===== src/rtl/dma_arbiter_rr.sv =====
// dma_arbiter_rr: round-robin arbiter that hands a shared bus to one of
// NUM_CH DMA channels at a time. A grant lasts from the first edge that
// sees a request until the owner reports Done. Every grant is followed by
// at least one IDLE cycle. The owner channel's address, chip select and
// bus request are forwarded to the shared bus while the grant is held.
// The optional busy-cycle watchdog is built only when the macro
// DMA_ARB_TIMEOUT_EN is defined. When it is not defined, Timeout is tied
// low and a grant is held until Done or reset.
module dma_arbiter_rr #(
  parameter int NUM_CH         = 4,
  parameter int ADDR_W         = 8,
  parameter int TIMEOUT_CYCLES = 256
) (
  input  logic                                        Clk,
  input  logic                                        Rst,
  input  logic [NUM_CH-1:0]                           Req,
  input  logic [NUM_CH-1:0]                           Done,
  input  logic [NUM_CH*ADDR_W-1:0]                    Address_ch,
  input  logic [NUM_CH-1:0]                           Cs_ch,
  input  logic [NUM_CH-1:0]                           Bus_req_ch,
  output logic [NUM_CH-1:0]                           Grant,
  output logic [(($clog2(NUM_CH) > 1) ? $clog2(NUM_CH) : 1)-1:0] Grant_id,
  output logic                                        Dma_Idle,
  output logic [ADDR_W-1:0]                           Address,
  output logic                                        Cs,
  output logic                                        Bus_req,
  output logic                                        Timeout
);

  localparam int ID_W = ($clog2(NUM_CH) > 1) ? $clog2(NUM_CH) : 1;

  // Elaboration guard: reject channel counts and watchdog limits outside the legal range.
  if ((NUM_CH < 2) || (NUM_CH > 16)) begin : g_bad_num_ch
    $error("dma_arbiter_rr: NUM_CH must be in 2..16");
  end
  if (TIMEOUT_CYCLES < 2) begin : g_bad_timeout
    $error("dma_arbiter_rr: TIMEOUT_CYCLES must be at least 2");
  end

  typedef enum logic [0:0] {
    ST_IDLE = 1'b0,
    ST_BUSY = 1'b1
  } state_t;

  state_t          r_state;
  state_t          w_state_nxt;
  logic [ID_W-1:0] r_owner;
  logic [ID_W-1:0] w_owner_nxt;
  logic [ID_W-1:0] r_rr_ptr;
  logic [ID_W-1:0] w_rr_ptr_nxt;
  logic [ID_W-1:0] w_pick;
  logic [ID_W-1:0] w_owner_inc;
  logic            w_busy;
  logic            w_owner_done;
  logic            w_expire;

  // Return the first channel with a request, searching upward from ptr
  // and wrapping from NUM_CH-1 back to 0. When there is no request, ptr is returned.
  function automatic logic [ID_W-1:0] f_rr_pick(
    input logic [NUM_CH-1:0] req,
    input logic [ID_W-1:0]   ptr
  );
    logic [ID_W-1:0] pick;
    logic            found;
    int              idx;
    pick  = ptr;
    found = 1'b0;
    for (int k = 0; k < NUM_CH; k++) begin
      idx = (int'(ptr) + k) % NUM_CH;
      if (!found && req[idx]) begin
        pick  = ID_W'(idx);
        found = 1'b1;
      end else begin
        pick  = pick;
        found = found;
      end
    end
    return pick;
  endfunction

  assign w_busy       = (r_state == ST_BUSY);
  assign w_owner_done = Done[r_owner];
  assign w_pick       = f_rr_pick(Req, r_rr_ptr);
  assign w_owner_inc  = (int'(r_owner) == (NUM_CH - 1)) ? '0 : (r_owner + 1'b1);

`ifdef DMA_ARB_TIMEOUT_EN
  localparam int CNT_W = $clog2(TIMEOUT_CYCLES + 1);

  logic [CNT_W-1:0] r_busy_cnt;

  // Busy-cycle counter: zero in IDLE, so the first BUSY cycle reads 0, then +1 per BUSY cycle.
  always_ff @(posedge Clk) begin
    if (Rst) begin
      r_busy_cnt <= '0;
    end else if (!w_busy) begin
      r_busy_cnt <= '0;
    end else begin
      r_busy_cnt <= r_busy_cnt + 1'b1;
    end
  end

  // Expiry only counts when the owner has not also signalled Done this cycle.
  assign w_expire = w_busy && (r_busy_cnt == CNT_W'(TIMEOUT_CYCLES - 1)) && !w_owner_done;
  assign Timeout  = w_expire;
`else
  assign w_expire = 1'b0;
  assign Timeout  = 1'b0;
`endif

  // State, owner and round-robin pointer registers with synchronous reset.
  always_ff @(posedge Clk) begin
    if (Rst) begin
      r_state  <= ST_IDLE;
      r_owner  <= '0;
      r_rr_ptr <= '0;
    end else begin
      r_state  <= w_state_nxt;
      r_owner  <= w_owner_nxt;
      r_rr_ptr <= w_rr_ptr_nxt;
    end
  end

  // Next-state logic: grant from IDLE on any request, and release from BUSY on owner Done or expiry.
  always_comb begin
    w_state_nxt  = r_state;
    w_owner_nxt  = r_owner;
    w_rr_ptr_nxt = r_rr_ptr;
    case (r_state)
      ST_IDLE: begin
        if (|Req) begin
          w_state_nxt = ST_BUSY;
          w_owner_nxt = w_pick;
        end else begin
          w_state_nxt = ST_IDLE;
        end
      end
      ST_BUSY: begin
        if (w_owner_done || w_expire) begin
          w_state_nxt  = ST_IDLE;
          w_rr_ptr_nxt = w_owner_inc;
        end else begin
          w_state_nxt = ST_BUSY;
        end
      end
      default: begin
        w_state_nxt  = ST_IDLE;
        w_owner_nxt  = '0;
        w_rr_ptr_nxt = '0;
      end
    endcase
  end

  // Grant decode from the registered owner: at most one bit can be set.
  always_comb begin
    Grant = '0;
    for (int k = 0; k < NUM_CH; k++) begin
      Grant[k] = w_busy && (r_owner == ID_W'(k));
    end
  end

  // Status decode: owner index while busy, and zero with Dma_Idle high otherwise.
  always_comb begin
    Grant_id = '0;
    Dma_Idle = 1'b1;
    if (w_busy) begin
      Grant_id = r_owner;
      Dma_Idle = 1'b0;
    end else begin
      Grant_id = '0;
      Dma_Idle = 1'b1;
    end
  end

  // Bus mux: forward the owner channel's signals while busy, and park the bus at zero when idle.
  always_comb begin
    Address = '0;
    Cs      = 1'b0;
    Bus_req = 1'b0;
    if (w_busy) begin
      Address = Address_ch[int'(r_owner)*ADDR_W +: ADDR_W];
      Cs      = Cs_ch[r_owner];
      Bus_req = Bus_req_ch[r_owner];
    end else begin
      Address = '0;
      Cs      = 1'b0;
      Bus_req = 1'b0;
    end
  end

endmodule


===== config.mk =====
export PLATFORM = sky130hd
export DESIGN_NAME = dma_arbiter_rr
export DESIGN_NICKNAME = d
export VERILOG_FILES = /design/src/rtl/dma_arbiter_rr.sv
export SDC_FILE = /design/constraint.sdc
export NUM_CORES = 1
export LEC_CHECK = 0
export CORE_AREA = 10 10 47 49
export CTS_CLUSTER_DIAMETER = 50
export CTS_CLUSTER_SIZE = 8
export DETAILED_ROUTE_END_ITERATION = 6
export DIE_AREA = 0 0 57 59
export DONT_BUFFER_PORTS = 1
export PLACE_DENSITY = 0.77
export SYNTH_ARGS = -nofsm -noshare
export SYNTH_HDL_FRONTEND = slang
export SYNTH_SLANG_ARGS = --single-unit

===== constraint.sdc =====
create_clock -name Clk -period 2 [get_ports Clk]
set_input_delay 0.2 -clock Clk [delete_from_list [all_inputs] [get_ports Clk]]
set_output_delay 0.2 -clock Clk [all_outputs]
set_load 0.02 [all_outputs]

==> results.md <==
- Via Count: 572
- Pins over their slew limit: 0
- Setup violators final: 0
- Detail Route Antenna Nets: 0
- Design area: 761 sq um
- Synthesized instance count: 76
- Initial antenna violation count: 0
- Synthesized area: 743 sq um
- Post-synth EDFFs: 0
- Data required, critical path: 1.80 ns
- DR WL/cell: 21.8 um
- Worst setup EP type: output port
- Initial Util: 0.530
- DRT iter0 DRCs: 9
- Number of global-route vias before repair: 603
- Distinct cells, synth: 28
- H-tree levels: 1
- CTS hold repair buffers: 0
- Max capacitance violation total: 0
- Synth Net Count: 130
- Clock transition at the registers of the reported paths: 0.05 ns
- Primary FF master, synth: dfxtp_1
- Share of layout cells above drive strength 1: 0.187
- Gpl congestion: 0.705
- Crit path kind: reg -> out
- Critical Path Start Type: flop
- Layout area overhead: 2.36%
- Flops & latches, synth: 5
- Pre-Repair DR Iteration Count: 4
- Largest net degree at the start of global routing: 20
- Sequential area share after synthesis: 0.135
- Final min period: 1.78 ns
- Clock Sink Count: 5
- Static Leak: 0.291 nW
- Hpwl dp: 1760 um
- Clock Path Buffers: 2
- Largest area contributor in the netlist: mux4_2
- Outcome: finished clean
- Total gr overflow: 0
- I/O pin cnt: 68
- Yosys top cell area share: 0.212
- Global-route wire length before repair: 2890 um
- Post-layout power: 0.444 mW
- Final Hold Fails: 0
- Clock insertion delay at the later pin of the skew report: 0.24 ns
- Die width: 57 um
- Fin crit share: 0.888
- Crit-path max FO: 10
- RSZ-0062 raised after global routing: false
- Arr. time, crit path: 1.58 ns
- Nets: 130
- ANT cells: 0
- Fmax achieved: 563 MHz
- Max IR drop VDD: 0.336 mV
- Die Y: 59 um
- Largest cells by area after synthesis: mux4_2 21%, dfxtp_1 13%, and2_1 12%
- Buffers on Ports: 0
- Ys async rst share: 0
- Total Routing Usage GR: 0.104
- # DRC: 0
- CTS Buf Count: 3
- Yosys warning total: 0
- Final Skew: 0.00441 ns
- Vias/cell: 6.29
- CTS tree: yes
- Pwr Density: 584 mW/mm^2
- Syn avg cell area: 9.78 sq um
- Core Box Area: 0.00140 sq mm
- Die footprint: 0.00336 sq mm
- # rows: 14
- HP Class: in -> reg
- Total negative slack: 0 ns
- DP Area: 733 sq um
- Final wirelength: 1990 um
- Root Driver: clkbuf_4
-- cell type report --
cell class                 count  area (sq um)
tap                           16          20.0
clock buffer                   4          26.3
fill                         131           641
inverter                       7          26.3
multi-input combinational     57           559
sequential                     5           101
timing repair buffer           2          27.5
-- worst paths after layout --
kind | from | to | slack [ns] | cells after the start
max | r_owner[0]$_SDFFE_PP0P_ | Address[0] | 0.22 | 3
min | Rst | r_rr_ptr[0]$_SDFFE_PP0P_ | 0.03 | 1
max reg2reg | r_state$_SDFF_PP0_ | r_rr_ptr[0]$_SDFFE_PP0P_ | 0.63 | 4
min reg2reg | r_owner[1]$_SDFFE_PP0P_ | r_owner[1]$_SDFFE_PP0P_ | 0.56 | 2
-- layout by cell type, fill, tap and decap left out, types with 2 or more instances in the layout --
cell type  Yosys  final
o21ai_0        2      2
and2_1        14     14
a211o_1        2      2
ha_1           4      4
inv_1          7      7
mux2i_1        4      4
clkbuf_4       0      3
mux4_1         3      3
mux4_2         7      7
a21oi_1        2      2
dfxtp_1        5      4
nor2_1         8      8
-- metal layers --
metal  wire length [um]  track usage  vias to the layer above
met5                  0            0                        -
met4                  0       0.0302                        0
met3                308       0.0708                        0
met2                966        0.175                       41
met1                713        0.103                      259
li1                   -            -                      272
-- flip-flops by register name, indices dropped and copies added (netlist names) --
register  cells
r_state       1
r_rr_ptr      2
r_owner       2
-- repair_timing --
item | 4_1_cts | 5_1_grt
buffers inserted | 0 | 0
setup endpoints to repair | 0 | 1
resized for setup | 0 | 1
-- logic make-up after synthesis --
kind of cell,share of synthesized area
adder cells (fa/ha/maj),0.0673
AND/OR/NAND/NOR,0.195
multiplexers,0.372
buffers and inverters,0.113
other,0.00505
AO/OA/AOI/OAI,0.113
flip-flops,0.135
-- stage by stage --
stage | instances | setup slack, ns | util | hold WS [ns]
floorplan | 76 | 0.495 | - | 0.272
global placement | 87 | 0.350 | 0.523 | 0.274
detailed placement | 87 | 0.319 | 0.523 | 0.278
CTS | 91 | 0.0717 | 0.542 | 0.0185
global route | 91 | 0.147 | 0.543 | 0.0208
finish | 91 | 0.225 | 0.543 | 0.0260
-- synthesized netlist by cell type, types with 2 or more instances --
cell,count
and2_1,14
ha_1,4
mux4_1,3
nor2_1,8
mux4_2,7
buf_2,2
o21ai_0,2
dfxtp_1,5
a211o_1,2
inv_1,7
mux2i_1,4
a21oi_1,2
-- critical path, cell delays in order, from the launching register on --
cell and delay, ns:
dfxtp_2 0.45, buf_12 0.17, mux4_2 0.49, and2_1 0.24
-- power by group --
part	internal, mW	switching, mW	total (mW)
sequential	0.111	0.0212	0.132
clock	0.0754	0.0412	0.117
combinational	0.0925	0.103	0.195
(Power assumes the default switching activity.)
